**config.mk**
```make
export PLATFORM = sky130hd
export DESIGN_NAME = demux1xn_stream_flat
export DESIGN_NICKNAME = d
export VERILOG_FILES = /design/src/rtl/demux1xn_stream_pkg.sv /design/src/rtl/demux1xn_stream_if.sv /design/src/rtl/demux1xn_stream_slot.sv /design/src/rtl/demux1xn_stream.sv /design/src/flat_wrapper.sv
export SDC_FILE = /design/constraint.sdc
export NUM_CORES = 1
export LEC_CHECK = 0
export ABC_CLOCK_PERIOD_IN_PS = 5600
export BUFFER_PORTS_ARGS = -buffer_cell sky130_fd_sc_hd__buf_2
export CORE_UTILIZATION = 42
export CTS_BUF_LIST = sky130_fd_sc_hd__clkbuf_2 sky130_fd_sc_hd__clkbuf_4 sky130_fd_sc_hd__clkbuf_8
export CTS_CLUSTER_SIZE = 28
export DETAILED_ROUTE_END_ITERATION = 7
export PLACE_DENSITY = 0.65
export SLEW_MARGIN = 20
export SYNTH_ARGS = -nofsm -noshare
export SYNTH_HDL_FRONTEND = slang
export SYNTH_SLANG_ARGS = --single-unit
```
**constraint.sdc**
```tcl
create_clock -name clk -period 5.6 [get_ports clk]
set_input_delay 0.28 -clock clk [delete_from_list [all_inputs] [get_ports clk]]
set_output_delay 0.28 -clock clk [all_outputs]
set_load 0.02 [all_outputs]
```
**src/rtl/demux1xn_stream_pkg.sv**
```systemverilog
// demux_pkg: shared FSM state type and counter widths for demux1xn_stream
package demux_pkg;
  typedef enum logic [1:0] {IDLE, IN_PKT, DROP} demux_state_e;
  localparam int DROP_W = 8;
  localparam logic [DROP_W-1:0] DROP_MAX = 8'd255;
  localparam int STAT_W = 16;
endpackage

```
**src/rtl/demux1xn_stream_if.sv**
```systemverilog
// demux1xn_stream_if: one input stream fanned out to N_OUT output streams
interface demux1xn_stream_if #(
  parameter int WIDTH = 8,
  parameter int N_OUT = 4
);
  localparam int SEL_W = $clog2(N_OUT);
  logic [WIDTH-1:0]            in_data;
  logic [SEL_W-1:0]            in_sel;
  logic                        in_last;
  logic                        in_valid;
  logic                        in_ready;
  logic [N_OUT-1:0][WIDTH-1:0] out_data;
  logic [N_OUT-1:0]            out_last;
  logic [N_OUT-1:0]            out_valid;
  logic [N_OUT-1:0]            out_ready;
  modport master (
    output in_data, in_sel, in_last, in_valid, out_ready,
    input  in_ready, out_data, out_last, out_valid
  );
  modport slave (
    input  in_data, in_sel, in_last, in_valid, out_ready,
    output in_ready, out_data, out_last, out_valid
  );
endinterface

```
**src/rtl/demux1xn_stream_slot.sv**
```systemverilog
// stream_slot: one-entry valid/ready holding register for data and last
module stream_slot #(
  parameter int WIDTH = 8
) (
  input  logic             clk,
  input  logic             rst,
  input  logic             load,
  input  logic [WIDTH-1:0] in_data,
  input  logic             in_last,
  input  logic             out_ready,
  output logic             out_valid,
  output logic [WIDTH-1:0] out_data,
  output logic             out_last
);
  logic             valid_q, valid_d, last_q, last_d;
  logic [WIDTH-1:0] data_q, data_d;
  // a load always wins; otherwise the slot empties once its beat is taken
  always_comb begin
    valid_d = load | (valid_q & ~out_ready);
    data_d  = load ? in_data : data_q;
    last_d  = load ? in_last : last_q;
  end
  // slot register
  always_ff @(posedge clk or posedge rst)
    if (rst) begin
      valid_q <= 1'b0;
      data_q  <= '0;
      last_q  <= 1'b0;
    end else begin
      valid_q <= valid_d;
      data_q  <= data_d;
      last_q  <= last_d;
    end
  assign out_valid = valid_q;
  assign out_data  = data_q;
  assign out_last  = last_q;
endmodule

```
**src/rtl/demux1xn_stream.sv**
```systemverilog
// demux1xn_stream: registered 1-to-N packet demux; DEMUX1XN_STATS_EN adds per-output beat counters
module demux1xn_stream
  import demux_pkg::*;
#(
  parameter int WIDTH = 8,
  parameter int N_OUT = 4
) (
  input  logic                            clk,
  input  logic                            rst,
  demux1xn_stream_if.slave                s,
  output logic [DROP_W-1:0]               drop_cnt
`ifdef DEMUX1XN_STATS_EN
  ,
  input  logic                            clr_stats,
  output logic [N_OUT-1:0][STAT_W-1:0]    beat_cnt
`endif
);
  localparam int SEL_W = $clog2(N_OUT);
  demux_state_e                state_q, state_d;
  logic [SEL_W-1:0]            d, lock_q, lock_d;
  logic [DROP_W-1:0]           drop_q, drop_d;
  logic [N_OUT-1:0]            sel_oh, load, ov, ol;
  logic [N_OUT-1:0][WIDTH-1:0] od;
  logic                        oor, acc;
  // steer: destination is in_sel at packet start, the locked index afterwards; out-of-range sinks
  always_comb begin
    d = state_q == IDLE ? s.in_sel : lock_q;
    for (int i = 0; i < N_OUT; i++) sel_oh[i] = d == SEL_W'(i);
    oor = ~|sel_oh;
    s.in_ready = state_q == DROP || oor || |(sel_oh & (~ov | s.out_ready));
    acc = s.in_valid && s.in_ready;
    load = (acc && state_q != DROP) ? sel_oh : '0;
  end
  // packet framing: lock destination on first beat, count out-of-range packets once
  always_comb begin
    state_d = state_q;
    lock_d  = lock_q;
    drop_d  = drop_q;
    if (acc)
      case (state_q)
        IDLE: begin
          if (oor) drop_d = drop_q == DROP_MAX ? drop_q : drop_q + 1'b1;
          if (!s.in_last) begin
            state_d = oor ? DROP : IN_PKT;
            lock_d  = s.in_sel;
          end
        end
        default: state_d = s.in_last ? IDLE : state_q;
      endcase
  end
  // FSM, lock and drop counter registers
  always_ff @(posedge clk or posedge rst)
    if (rst) begin
      state_q <= IDLE;
      lock_q  <= '0;
      drop_q  <= '0;
    end else begin
      state_q <= state_d;
      lock_q  <= lock_d;
      drop_q  <= drop_d;
    end
  assign drop_cnt = drop_q;
  for (genvar i = 0; i < N_OUT; i++) begin : g_slot
    stream_slot #(.WIDTH(WIDTH)) u_slot (
      .clk       (clk),
      .rst       (rst),
      .load      (load[i]),
      .in_data   (s.in_data),
      .in_last   (s.in_last),
      .out_ready (s.out_ready[i]),
      .out_valid (ov[i]),
      .out_data  (od[i]),
      .out_last  (ol[i])
    );
  end
  assign s.out_valid = ov;
  assign s.out_data  = od;
  assign s.out_last  = ol;
`ifdef DEMUX1XN_STATS_EN
  logic [N_OUT-1:0][STAT_W-1:0] cnt_q, cnt_d;
  // completed output transfers, clear beats a same-cycle increment
  always_comb
    for (int i = 0; i < N_OUT; i++)
      cnt_d[i] = clr_stats ? '0 : cnt_q[i] + STAT_W'(ov[i] & s.out_ready[i]);
  // stats registers
  always_ff @(posedge clk or posedge rst)
    if (rst) cnt_q <= '0;
    else cnt_q <= cnt_d;
  assign beat_cnt = cnt_q;
`endif
endmodule

```
**src/flat_wrapper.sv**
```systemverilog
// flat-port wrapper written by rule: the top's interface ports become plain ports
module demux1xn_stream_flat import demux_pkg::*;
#(
  parameter int WIDTH = 8,
  parameter int N_OUT = 4
)
  (clk, rst, drop_cnt, s_in_data, s_in_sel, s_in_last, s_in_valid, s_out_ready, s_in_ready, s_out_data, s_out_last, s_out_valid);
  demux1xn_stream_if #(.WIDTH(WIDTH), .N_OUT(N_OUT)) s_i ();
  input  logic clk;
  input  logic rst;
  output logic [DROP_W-1:0] drop_cnt;
  input wire logic [$bits(s_i.in_data)-1:0] s_in_data;
  input wire logic [$bits(s_i.in_sel)-1:0] s_in_sel;
  input wire logic [$bits(s_i.in_last)-1:0] s_in_last;
  input wire logic [$bits(s_i.in_valid)-1:0] s_in_valid;
  input wire logic [$bits(s_i.out_ready)-1:0] s_out_ready;
  output wire logic [$bits(s_i.in_ready)-1:0] s_in_ready;
  output wire logic [$bits(s_i.out_data)-1:0] s_out_data;
  output wire logic [$bits(s_i.out_last)-1:0] s_out_last;
  output wire logic [$bits(s_i.out_valid)-1:0] s_out_valid;
  assign s_i.in_data = s_in_data;
  assign s_i.in_sel = s_in_sel;
  assign s_i.in_last = s_in_last;
  assign s_i.in_valid = s_in_valid;
  assign s_i.out_ready = s_out_ready;
  assign s_in_ready = s_i.in_ready;
  assign s_out_data = s_i.out_data;
  assign s_out_last = s_i.out_last;
  assign s_out_valid = s_i.out_valid;
  demux1xn_stream #(.WIDTH(WIDTH), .N_OUT(N_OUT)) u_core (.clk(clk), .rst(rst), .s(s_i), .drop_cnt(drop_cnt));
endmodule
```
==> results.sh, run 1 <==
export IMPL_outcome="finished clean"
export IMPL_relSlewSlack_pct=44.0
export IMPL_coreArea_sq_mm=0.00488
export IMPL_worstSetupEndpoint="s_in_ready"
export IMPL_die_w_um=74.2
export IMPL_synth_edf_count=0
export IMPL_swShare_pct=39.7
export IMPL_dpl_instance_area_sq_mm=0.00251
export IMPL_powerDensity_mw_per_mm2=592
export IMPL_hold_buffers=0
export IMPL_h_tree_depth=2
export IMPL_root_buffer="clkbuf_8"
export IMPL_syn_inst=153
export IMPL_cp_slowest_stage_delay_ps=500
export IMPL_cp_slowest_cell="or3_2"
export IMPL_drive_above_1_share_pct=59.0
export IMPL_drt_initial_drc_count=106
export IMPL_dieArea_sq_mm=0.00550
export IMPL_fin_setup_tns_ps=0
export IMPL_synth_top_area_share_pct=59.5
export IMPL_p_int_uw=930
export IMPL_start_kind="flip-flop"
export IMPL_final_nets=228
export IMPL_period_needed_ps=2480
export IMPL_cts_repair_resize_count=0
export IMPL_grt_pass1_wl_um=6610
export IMPL_combPwrFrac_pct=45.9
export IMPL_cts_made_buffers=5
export IMPL_rows=25
export IMPL_max_cap_viol_count=0
export IMPL_finalHoldViolCount=0
export IMPL_rsz0062_at_grt="no"
export IMPL_grt_pass1_vias=1371
export IMPL_crit_arrival_ps=2200
export IMPL_clockPowerShare_pct=14.2
export IMPL_drv_slew=0
export IMPL_wl_met1_um=1800
export IMPL_floorplan_initialDensity_pct=44.8
export IMPL_fin_cells=277
export IMPL_worst_pin_slew_ps=838
export IMPL_critPathKind="flip-flop to output port"
export IMPL_wl_met2_um=2180
export IMPL_r2r_end="u_core.g_slot[2].u_slot.out_data[0]$_DFFE_PP0P_"
export IMPL_path_cells="or2_4 > inv_1 > o31ai_2 > a21o_4 > or3_2 > buf_2"
export IMPL_final_core_util_pct=53.4
export IMPL_grt_max_degree=53
export IMPL_setup_violations=0
export IMPL_syn_area_per_cell_sq_um=14.3
export IMPL_cts_tree="yes"
export IMPL_seqPwrFrac_pct=39.9
export IMPL_clock_path_buffers=2
export IMPL_p_switching_uw=613
export IMPL_drc_errors=0
export IMPL_required_ps=5320
export IMPL_wl_met3_um=175
export IMPL_syn_nets=172
export IMPL_numPortBuffers=66
export IMPL_clk_pin_slew_ps=90
export IMPL_highest_layer="met4"
export IMPL_synth_cell_types=35
export IMPL_synth_area_leaders="dfrtp_1 (59%), mux2_2 (18%), buf_4 (2.7%), mux2_1 (1.5%), o21ai_4 (1.5%)"
export IMPL_area_delta_synth_final_pct=19.1
export IMPL_globalplace_congestion=0.903
export IMPL_diodes=0
export IMPL_synth_seq_cells=52
export IMPL_yosysWarningCount=0
export IMPL_hpwlAfterDp_um=3120
export IMPL_routed_wl_um=4210
export IMPL_peakVddDrop_mv=0.254
export IMPL_worstReg2RegStart="u_core.state_q[1]$_DFFE_PP0P_"
export IMPL_endpoint_kind="output port"
export IMPL_first_pass_iters=4
export IMPL_power_mw=1.54
export IMPL_viasPerCell=4.86
export IMPL_fin_area_sq_mm=0.00261
export IMPL_seq_area_frac_synth_pct=59.5
export IMPL_crit_path_start="u_core.state_q[1]$_DFFE_PP0P_"
export IMPL_place_inst=269
export IMPL_max_freq_ghz=0.403
export IMPL_cts_setup_buffers=0
export IMPL_clock_sinks=52
export IMPL_yosys_area_top_type="dfrtp_1"
export IMPL_ant_nets=0
export IMPL_fp_dieH_um=74.2
export IMPL_wl_per_cell_um=15.2
export IMPL_regToRegSetupSlack_ps=3420
export IMPL_pin_count=67
export IMPL_clk_latency_ps=290
export IMPL_netlist_area_sq_mm=0.00219
export IMPL_critPathMaxFanout=8
export IMPL_p_leak_nw=1.27
export IMPL_gr_usage_all_layers_pct=16.5
export IMPL_antenna_found_initial=0
export IMPL_clock_skew_ps=8.17
export IMPL_vias=1347
export IMPL_hp_class="input port to async pin"
export IMPL_async_reset_ff_share_pct=100
export IMPL_min_period_over_period_pct=44.3
export IMPL_grt_ovfl_total=0
export IMPL_rr_worst_depth=5
export IMPL_ys_flop_type="dfrtp_1"
registers in the layout, indices dropped and copies added, names as in the netlist:
| register | flops |
|---|---|
| u_core.state_q | 2 |
| u_core.g_slot.u_slot.out_data | 32 |
| u_core.g_slot.u_slot.out_valid | 4 |
| u_core.drop_cnt | 8 |
| u_core.lock_q | 2 |
| u_core.g_slot.u_slot.out_last | 4 |
kinds of logic after synthesis:
group | after synthesis | share of synthesized area (%)
fa+ha+maj | 1 | 0.572
mux | 38 | 19.6
compound gates | 17 | 8.41
flops | 52 | 59.5
buf+inv | 22 | 5.21
simple gates | 23 | 6.75
synthesized netlist by cell type (2+ instances only):
master / n
dfrtp_1: 52
mux2_2: 35
buf_4: 8
clkbuf_1: 8
inv_1: 5
o21ai_0: 4
mux2_1: 3
nand2_1: 3
nor2_1: 3
nor2b_1: 3
a21oi_1: 2
nand2b_1: 2
o21ai_4: 2
or2_2: 2
cell type report:
type,instances,area [sq um]
Multi-Input combinational cell,79,772
Fill cell,433,2270
Tap cell,67,83.8
Clock inverter,1,7.51
Timing Repair Buffer,66,330
Inverter,5,20.0
Sequential cell,52,1300
Clock buffer,7,90.1
worst max-delay path, delay by kind of cell, from the launching register on:
kind | cells | cell delay [ps]
AOI/OAI and AO/OA | 2 | 370
buffers and inverters | 2 | 290
DFF | 1 | 450
and+or+nand+nor | 2 | 790
routing by layer:
layer,up-vias,global-route usage (%)
met1,669,20.2
met4,0,5.98
met5,-,0
li1,636,-
met3,4,3.66
met2,38,28.5
metrics by stage:
stage | hold WS, ps | worst slack (ps)
6_report | 125 | 3120
5_1_grt | 196 | 3060
3_5_place_dp | 360 | 3420
3_3_place_gp | 360 | 3530
2_1_floorplan | 412 | 3650
4_1_cts | 238 | 3130
placed cells by master, fill, tap and decap left out, types with 2 or more instances in the layout:
cell type   n
dfrtp_1    52
nand2_1     3
clkbuf_8    6
a21oi_1     2
buf_2      66
o21ai_4     2
or2_2       2
nor2b_1     3
o21ai_0     4
inv_1       4
nand2b_1    2
nor2_1      3
mux2_2     35
mux2_1      3
power groups by stage:
| stage | Combinational, mW | Sequential (mW) | Clock [mW] |
|---|---|---|---|
| 2_1_floorplan | 0.381 | 0.762 | 0 |
| 3_3_place_gp | 0.699 | 0.614 | 0 |
| 3_5_place_dp | 0.719 | 0.624 | 0 |
| 4_1_cts | 0.720 | 0.618 | 0.229 |
| 5_1_grt | 0.760 | 0.637 | 0.242 |
| 6_report | 0.709 | 0.616 | 0.219 |
how the worst min path moves through the flow:
stage	endpoint	start
2_1_floorplan	u_core.g_slot[3].u_slot.out_data[1]$_DFFE_PP0P_	s_in_data[1]
3_3_place_gp	u_core.drop_cnt[4]$_DFFE_PP0P_	u_core.drop_cnt[4]$_DFFE_PP0P_
3_5_place_dp	u_core.drop_cnt[2]$_DFFE_PP0P_	u_core.drop_cnt[2]$_DFFE_PP0P_
4_1_cts	u_core.g_slot[3].u_slot.out_data[1]$_DFFE_PP0P_	s_in_data[1]
5_1_grt	u_core.g_slot[1].u_slot.out_data[2]$_DFFE_PP0P_	rst
6_report	u_core.state_q[0]$_DFFE_PP0P_	rst
Power figures use the tool's default switching activity.
==> run 2, diff against run 1 <==
--- a/config.mk
+++ b/config.mk
@@ -5,7 +5,7 @@
 export SDC_FILE = /design/constraint.sdc
 export NUM_CORES = 1
 export LEC_CHECK = 0
-export ABC_CLOCK_PERIOD_IN_PS = 5600
+export ABC_CLOCK_PERIOD_IN_PS = 2550
 export BUFFER_PORTS_ARGS = -buffer_cell sky130_fd_sc_hd__buf_2
 export CORE_UTILIZATION = 42
 export CTS_BUF_LIST = sky130_fd_sc_hd__clkbuf_2 sky130_fd_sc_hd__clkbuf_4 sky130_fd_sc_hd__clkbuf_8
==> constraint.sdc (replaced) <==
create_clock -name clk -period 2.55 [get_ports clk]
set_input_delay 0.1275 -clock clk [delete_from_list [all_inputs] [get_ports clk]]
set_output_delay 0.1275 -clock clk [all_outputs]
set_load 0.02 [all_outputs]
==> run 2 against run 1 <==
The flow now finishes with violations (hold timing). Routed wire length down 0.88%. Worst hold slack worse by 150 ps. Count of clock-buffer cells in the layout down 2. Sequential share of layout area about the same. Critical path depth unchanged. Combinational power up 120%. Non-clock buffer count unchanged. Via count down 0.15%. Core utilization about the same. Flip-flop and latch count unchanged. Setup slack worse by 2900 ps. Critical path type unchanged. Largest cell class unchanged. Largest power group unchanged. Highest routed layer unchanged.
==> results.sh, run 2 (synthesis results as in run 1) <==
export IMPL_outcome="finished, violations left"
export IMPL_violations="hold timing"
export IMPL_cts_tree="yes"
export IMPL_finalHoldViolCount=52
export IMPL_fin_area_sq_mm=0.00261
export IMPL_cpLargestDelayFamily="simple AND/OR/NAND/NOR gates"
export IMPL_hold_slack_ps=-28.0
export IMPL_antenna_found_initial=0
export IMPL_hold_buffers=0
export IMPL_relSlewSlack_pct=42.9
export IMPL_cts_setup_buffers=0
export IMPL_dieArea_sq_mm=0.00550
export IMPL_fp_dieH_um=74.2
export IMPL_wl_per_cell_um=15.2
export IMPL_critPathMaxFanout=8
export IMPL_diodes=0
export IMPL_coreArea_sq_mm=0.00488
export IMPL_grt_pass1_vias=1414
export IMPL_root_buffer="clkbuf_8"
export IMPL_clk_latency_ps=290
export IMPL_cts_repair_resize_count=0
export IMPL_crit_arrival_ps=2190
export IMPL_peakVddDrop_mv=0.679
export IMPL_path_cells="or2_4 > inv_1 > o31ai_2 > a21o_4 > or3_2 > buf_2"
export IMPL_floorplan_initialDensity_pct=44.8
export IMPL_max_cap_viol_count=0
export IMPL_p_leak_nw=1.27
export IMPL_path_buf_inv=2
export IMPL_required_ps=2420
export IMPL_endpoint_kind="output port"
export IMPL_drive_above_1_share_pct=58.7
export IMPL_clock_sinks=52
export IMPL_area_delta_synth_final_pct=19.2
export IMPL_routed_wl_um=4170
export IMPL_drt_initial_drc_count=35
export IMPL_grt_max_degree=53
export IMPL_p_int_mw=2.09
export IMPL_cts_made_buffers=5
export IMPL_first_pass_iters=4
export IMPL_grt_pass1_wl_um=6870
export IMPL_gr_usage_all_layers_pct=16.9
export IMPL_rows=25
export IMPL_cp_slowest_cell="or3_2"
export IMPL_worst_pin_slew_ps=856
export IMPL_clockPowerShare_pct=15.3
export IMPL_numPortBuffers=66
export IMPL_p_switching_mw=1.33
export IMPL_ant_nets=0
export IMPL_largest_register_ffs=32
export IMPL_drc_errors=0
export IMPL_fin_setup_tns_ps=0
export IMPL_hp_class="input port to async pin"
export IMPL_max_freq_ghz=0.432
export IMPL_globalplace_congestion=0.955
export IMPL_clock_skew_ps=9.96
export IMPL_h_tree_depth=2
export IMPL_clock_path_buffers=2
export IMPL_powerDensity_mw_per_mm2=1310
export IMPL_clk_pin_slew_ps=90
export IMPL_rsz0062_at_grt="no"
export IMPL_setup_violations=0
export IMPL_combPwrFrac_pct=45.5
export IMPL_start_kind="flip-flop"
export IMPL_pre_cts_slack_ps=378
export IMPL_min_period_over_period_pct=90.9
export IMPL_grt_ovfl_total=0
export IMPL_final_nets=228
export IMPL_swShare_pct=38.8
export IMPL_final_cell_mix="buf_2 (66), dfrtp_1 (52), mux2_2 (35)"
export IMPL_viasPerCell=4.89
export IMPL_final_core_util_pct=53.4
export IMPL_fill_cells=455
export IMPL_critPathKind="flip-flop to output port"
export IMPL_vias=1345
export IMPL_finalWorstSetupSlack_ps=233
export IMPL_pin_count=67
export IMPL_seqPwrFrac_pct=39.3
export IMPL_final_common_cell="buf_2"
export IMPL_drv_slew=0
export IMPL_period_needed_ps=2320
export IMPL_dpl_instance_area_sq_mm=0.00251
export IMPL_die_w_um=74.2
export IMPL_cp_slowest_stage_delay_ps=490
export IMPL_hpwlAfterDp_um=3070
==> run 2: cell types whose count changed in the layout (fill, tap and decap cells not counted) <==
| cell | before | now |
|---|---|---|
| clkbuf_8 | 6 | 5 |
| clkbuf_4 | 1 | 0 |
| clkinvlp_4 | 1 | 0 |
| bufinv_16 | 0 | 1 |
==> run 2: final timing paths <==
| check | startpoint | end | slack (ps) | cells past startpoint |
|---|---|---|---|---|
| min in group clk | s_in_data[1] | u_core.g_slot[3].u_slot.out_data[1]$_DFFE_PP0P_ | 90 | 2 |
| max reg2reg | u_core.state_q[1]$_DFFE_PP0P_ | u_core.g_slot[2].u_slot.out_data[1]$_DFFE_PP0P_ | 380 | 5 |
| min | rst | u_core.drop_cnt[5]$_DFFE_PP0P_ | -30 | 2 |
| max in group asynchronous | rst | u_core.g_slot[3].u_slot.out_data[1]$_DFFE_PP0P_ | 2070 | 2 |
| min reg2reg | u_core.drop_cnt[0]$_DFFE_PP0P_ | u_core.drop_cnt[0]$_DFFE_PP0P_ | 370 | 0 |
| max | u_core.state_q[1]$_DFFE_PP0P_ | s_in_ready | 230 | 6 |
==> run 2: per-layer routing <==
metal / share of wire (%) / up-vias / global-route usage, %
met3: 5.3 / 9 / 5.01
met1: 41 / 665 / 20.9
met2: 51 / 43 / 28.4
met4: 2.0 / 0 / 5.34
li1: - / 628 / -
met5: 0 / - / 0
==> run 2: power by group through the flow <==
stage               Sequential (mW)  Combinational, mW  Clock [mW]
floorplan                      1.67              0.836           0
global placement               1.35               1.54           0
detailed placement             1.36               1.58           0
CTS                            1.35               1.58       0.541
global route                   1.39               1.68       0.575
finish                         1.34               1.56       0.523
==> run 2: layout make-up <==
| type | instances | area [sq um] | share of cell area (%) |
|---|---|---|---|
| clock buffer | 5 | 68.8 | 2.64 |
| sequential | 52 | 1300 | 49.9 |
| clock inverter | 1 | 30.0 | 1.15 |
| multi-input combinational | 79 | 772 | 29.6 |
| tap | 67 | 83.8 | 3.22 |
| inverter | 5 | 20.0 | 0.768 |
| timing repair buffer | 66 | 330 | 12.7 |
==> run 2: through the flow <==
stage / total power, mW / hold slack, ps / std cells
after floorplan: 2.51 / 259 / 153
after global placement: 2.89 / 360 / 269
after detailed placement: 2.94 / 360 / 269
after CTS: 3.47 / 89.2 / 275
after global routing: 3.64 / 33.0 / 275
final: 3.42 / -28.0 / 275
==> run 3, diff against run 2 <==
--- a/config.mk
+++ b/config.mk
@@ -6,12 +6,12 @@
 export NUM_CORES = 1
 export LEC_CHECK = 0
 export ABC_CLOCK_PERIOD_IN_PS = 2550
-export BUFFER_PORTS_ARGS = -buffer_cell sky130_fd_sc_hd__buf_2
 export CORE_UTILIZATION = 42
 export CTS_BUF_LIST = sky130_fd_sc_hd__clkbuf_2 sky130_fd_sc_hd__clkbuf_4 sky130_fd_sc_hd__clkbuf_8
 export CTS_CLUSTER_SIZE = 28
 export DETAILED_ROUTE_END_ITERATION = 7
-export PLACE_DENSITY = 0.65
+export DONT_BUFFER_PORTS = 1
+export PLACE_DENSITY = 0.54
 export SLEW_MARGIN = 20
 export SYNTH_ARGS = -nofsm -noshare
 export SYNTH_HDL_FRONTEND = slang
==> run 3 against run 2 <==
The run now ends clean. Via count decreased by 15%. Fmax increased by 3.8%. Setup slack improved by 85 ps. Sequential share of layout area increased by 4.4 points. Clock power decreased by 6.7%. Largest power group is now registers.
==> results.sh, run 3 (synthesis results as in run 1) <==
export IMPL_coreArea_sq_mm=0.00488
export IMPL_drive_above_1_share_pct=37.2
export IMPL_antenna_found_initial=0
export IMPL_h_tree_depth=2
export IMPL_ant_nets=0
export IMPL_viasPerCell=5.15
export IMPL_finalWorstSetupSlack_ps=317
export IMPL_p_leak_nw=1.04
export IMPL_cts_setup_buffers=0
export IMPL_root_buffer="clkbuf_8"
export IMPL_multi_input_area_sq_um=772
export IMPL_crit_arrival_ps=2110
export IMPL_max_freq_ghz=0.448
export IMPL_fp_dieH_um=74.2
export IMPL_diodes=0
export IMPL_first_pass_iters=2
export IMPL_largest_register_ffs=32
export IMPL_final_cell_mix="dfrtp_1 (52), mux2_2 (35), dlygate4sd3_1 (12)"
export IMPL_power_mw=3.10
export IMPL_vias=1149
export IMPL_cts_made_buffers=5
export IMPL_area_delta_synth_final_pct=9.50
export IMPL_hold_slack_ps=16.0
export IMPL_grt_max_degree=53
export IMPL_final_nets=174
export IMPL_rows=25
export IMPL_pin_count=67
export IMPL_clk_pin_slew_ps=100
export IMPL_drt_initial_drc_count=46
export IMPL_numPortBuffers=0
export IMPL_fin_setup_tns_ps=0
export IMPL_grt_pass1_vias=1211
export IMPL_drv_slew=0
export IMPL_fill_cells=456
export IMPL_fin_area_sq_mm=0.00239
export IMPL_routed_wl_um=3970
export IMPL_dieArea_sq_mm=0.00550
export IMPL_clk_latency_ps=300
export IMPL_clock_skew_ps=11.8
export IMPL_die_w_um=74.2
export IMPL_min_period_over_period_pct=87.6
export IMPL_endpoint_kind="output port"
export IMPL_grt_pass1_wl_um=6080
export IMPL_final_seq_area_sq_mm=0.00130
export IMPL_globalplace_congestion=0.797
export IMPL_hpwlAfterDp_um=2790
export IMPL_hp_class="input port to flip-flop"
export IMPL_period_needed_ps=2230
export IMPL_required_ps=2420
export IMPL_setup_violations=0
export IMPL_fin_cells=223
export IMPL_worst_pin_slew_ps=864
export IMPL_start_kind="flip-flop"
export IMPL_cts_repair_resize_count=0
export IMPL_final_common_cell="dfrtp_1"
export IMPL_critPathKind="flip-flop to output port"
export IMPL_gr_usage_all_layers_pct=15.3
export IMPL_finalHoldViolCount=0
export IMPL_powerDensity_mw_per_mm2=1300
export IMPL_clock_sinks=52
export IMPL_rsz0062_at_grt="no"
export IMPL_dpl_instance_area_sq_mm=0.00218
export IMPL_drc_errors=0
export IMPL_peakVddDrop_mv=0.561
export IMPL_relSlewSlack_pct=42.4
export IMPL_clock_path_buffers=2
export IMPL_final_core_util_pct=49.1
export IMPL_floorplan_initialDensity_pct=44.8
export IMPL_outcome="finished clean"
export IMPL_place_inst=203
export IMPL_max_cap_viol_count=0
export IMPL_cts_tree="yes"
export IMPL_grt_ovfl_total=0
export IMPL_critPathMaxFanout=8
export IMPL_pre_cts_slack_ps=378
export IMPL_hold_buffers=12
export IMPL_wl_per_cell_um=17.8
-- run 3: final timing paths --
| check | from | endpoint | slack (ps) | cells after the start |
|---|---|---|---|---|
| setup / recovery | u_core.state_q[0]$_DFFE_PP0P_ | s_in_ready | 320 | 5 |
| hold / removal | s_in_last | u_core.g_slot[3].u_slot.out_last$_DFFE_PP0P_ | 20 | 2 |
| setup reg to reg | u_core.state_q[0]$_DFFE_PP0P_ | u_core.g_slot[2].u_slot.out_data[0]$_DFFE_PP0P_ | 370 | 5 |
| hold reg to reg | u_core.drop_cnt[4]$_DFFE_PP0P_ | u_core.drop_cnt[4]$_DFFE_PP0P_ | 530 | 0 |
| max in group asynchronous | rst | u_core.g_slot[2].u_slot.out_last$_DFFE_PP0P_ | 1590 | 2 |
| min in group asynchronous | rst | u_core.drop_cnt[5]$_DFFE_PP0P_ | 420 | 2 |
-- run 3: power breakdown --
part | internal [mW] | leakage, nW | switching (mW) | total [mW]
Combinational | 0.426 | 0.347 | 0.373 | 0.800
Sequential | 1.16 | 0.641 | 0.653 | 1.82
Clock | 0.232 | 0.0479 | 0.256 | 0.488
-- run 3: routing by layer --
metal	global-route usage [%]	up-vias	part of all wire [%]
li1	-	525	-
met3	6.91	4	8.9
met5	0	-	0
met2	25.8	43	50
met4	5.13	0	1.1
met1	17.2	577	40
-- run 3: layout make-up --
type | count | area share (%)
multi-input cells | 79 | 32.2
clock buffers | 7 | 3.76
inverters | 5 | 0.836
repair buffers | 12 | 5.02
clock inverters | 1 | 0.313
flip-flops and latches | 52 | 54.3
well taps | 67 | 3.50
-- run 3: critical path, cell delays in order (launching register included) --
cell	delay, ps
dfrtp_1	470
or2_4	280
inv_1	120
o31ai_2	110
a21o_4	260
or3_2	570
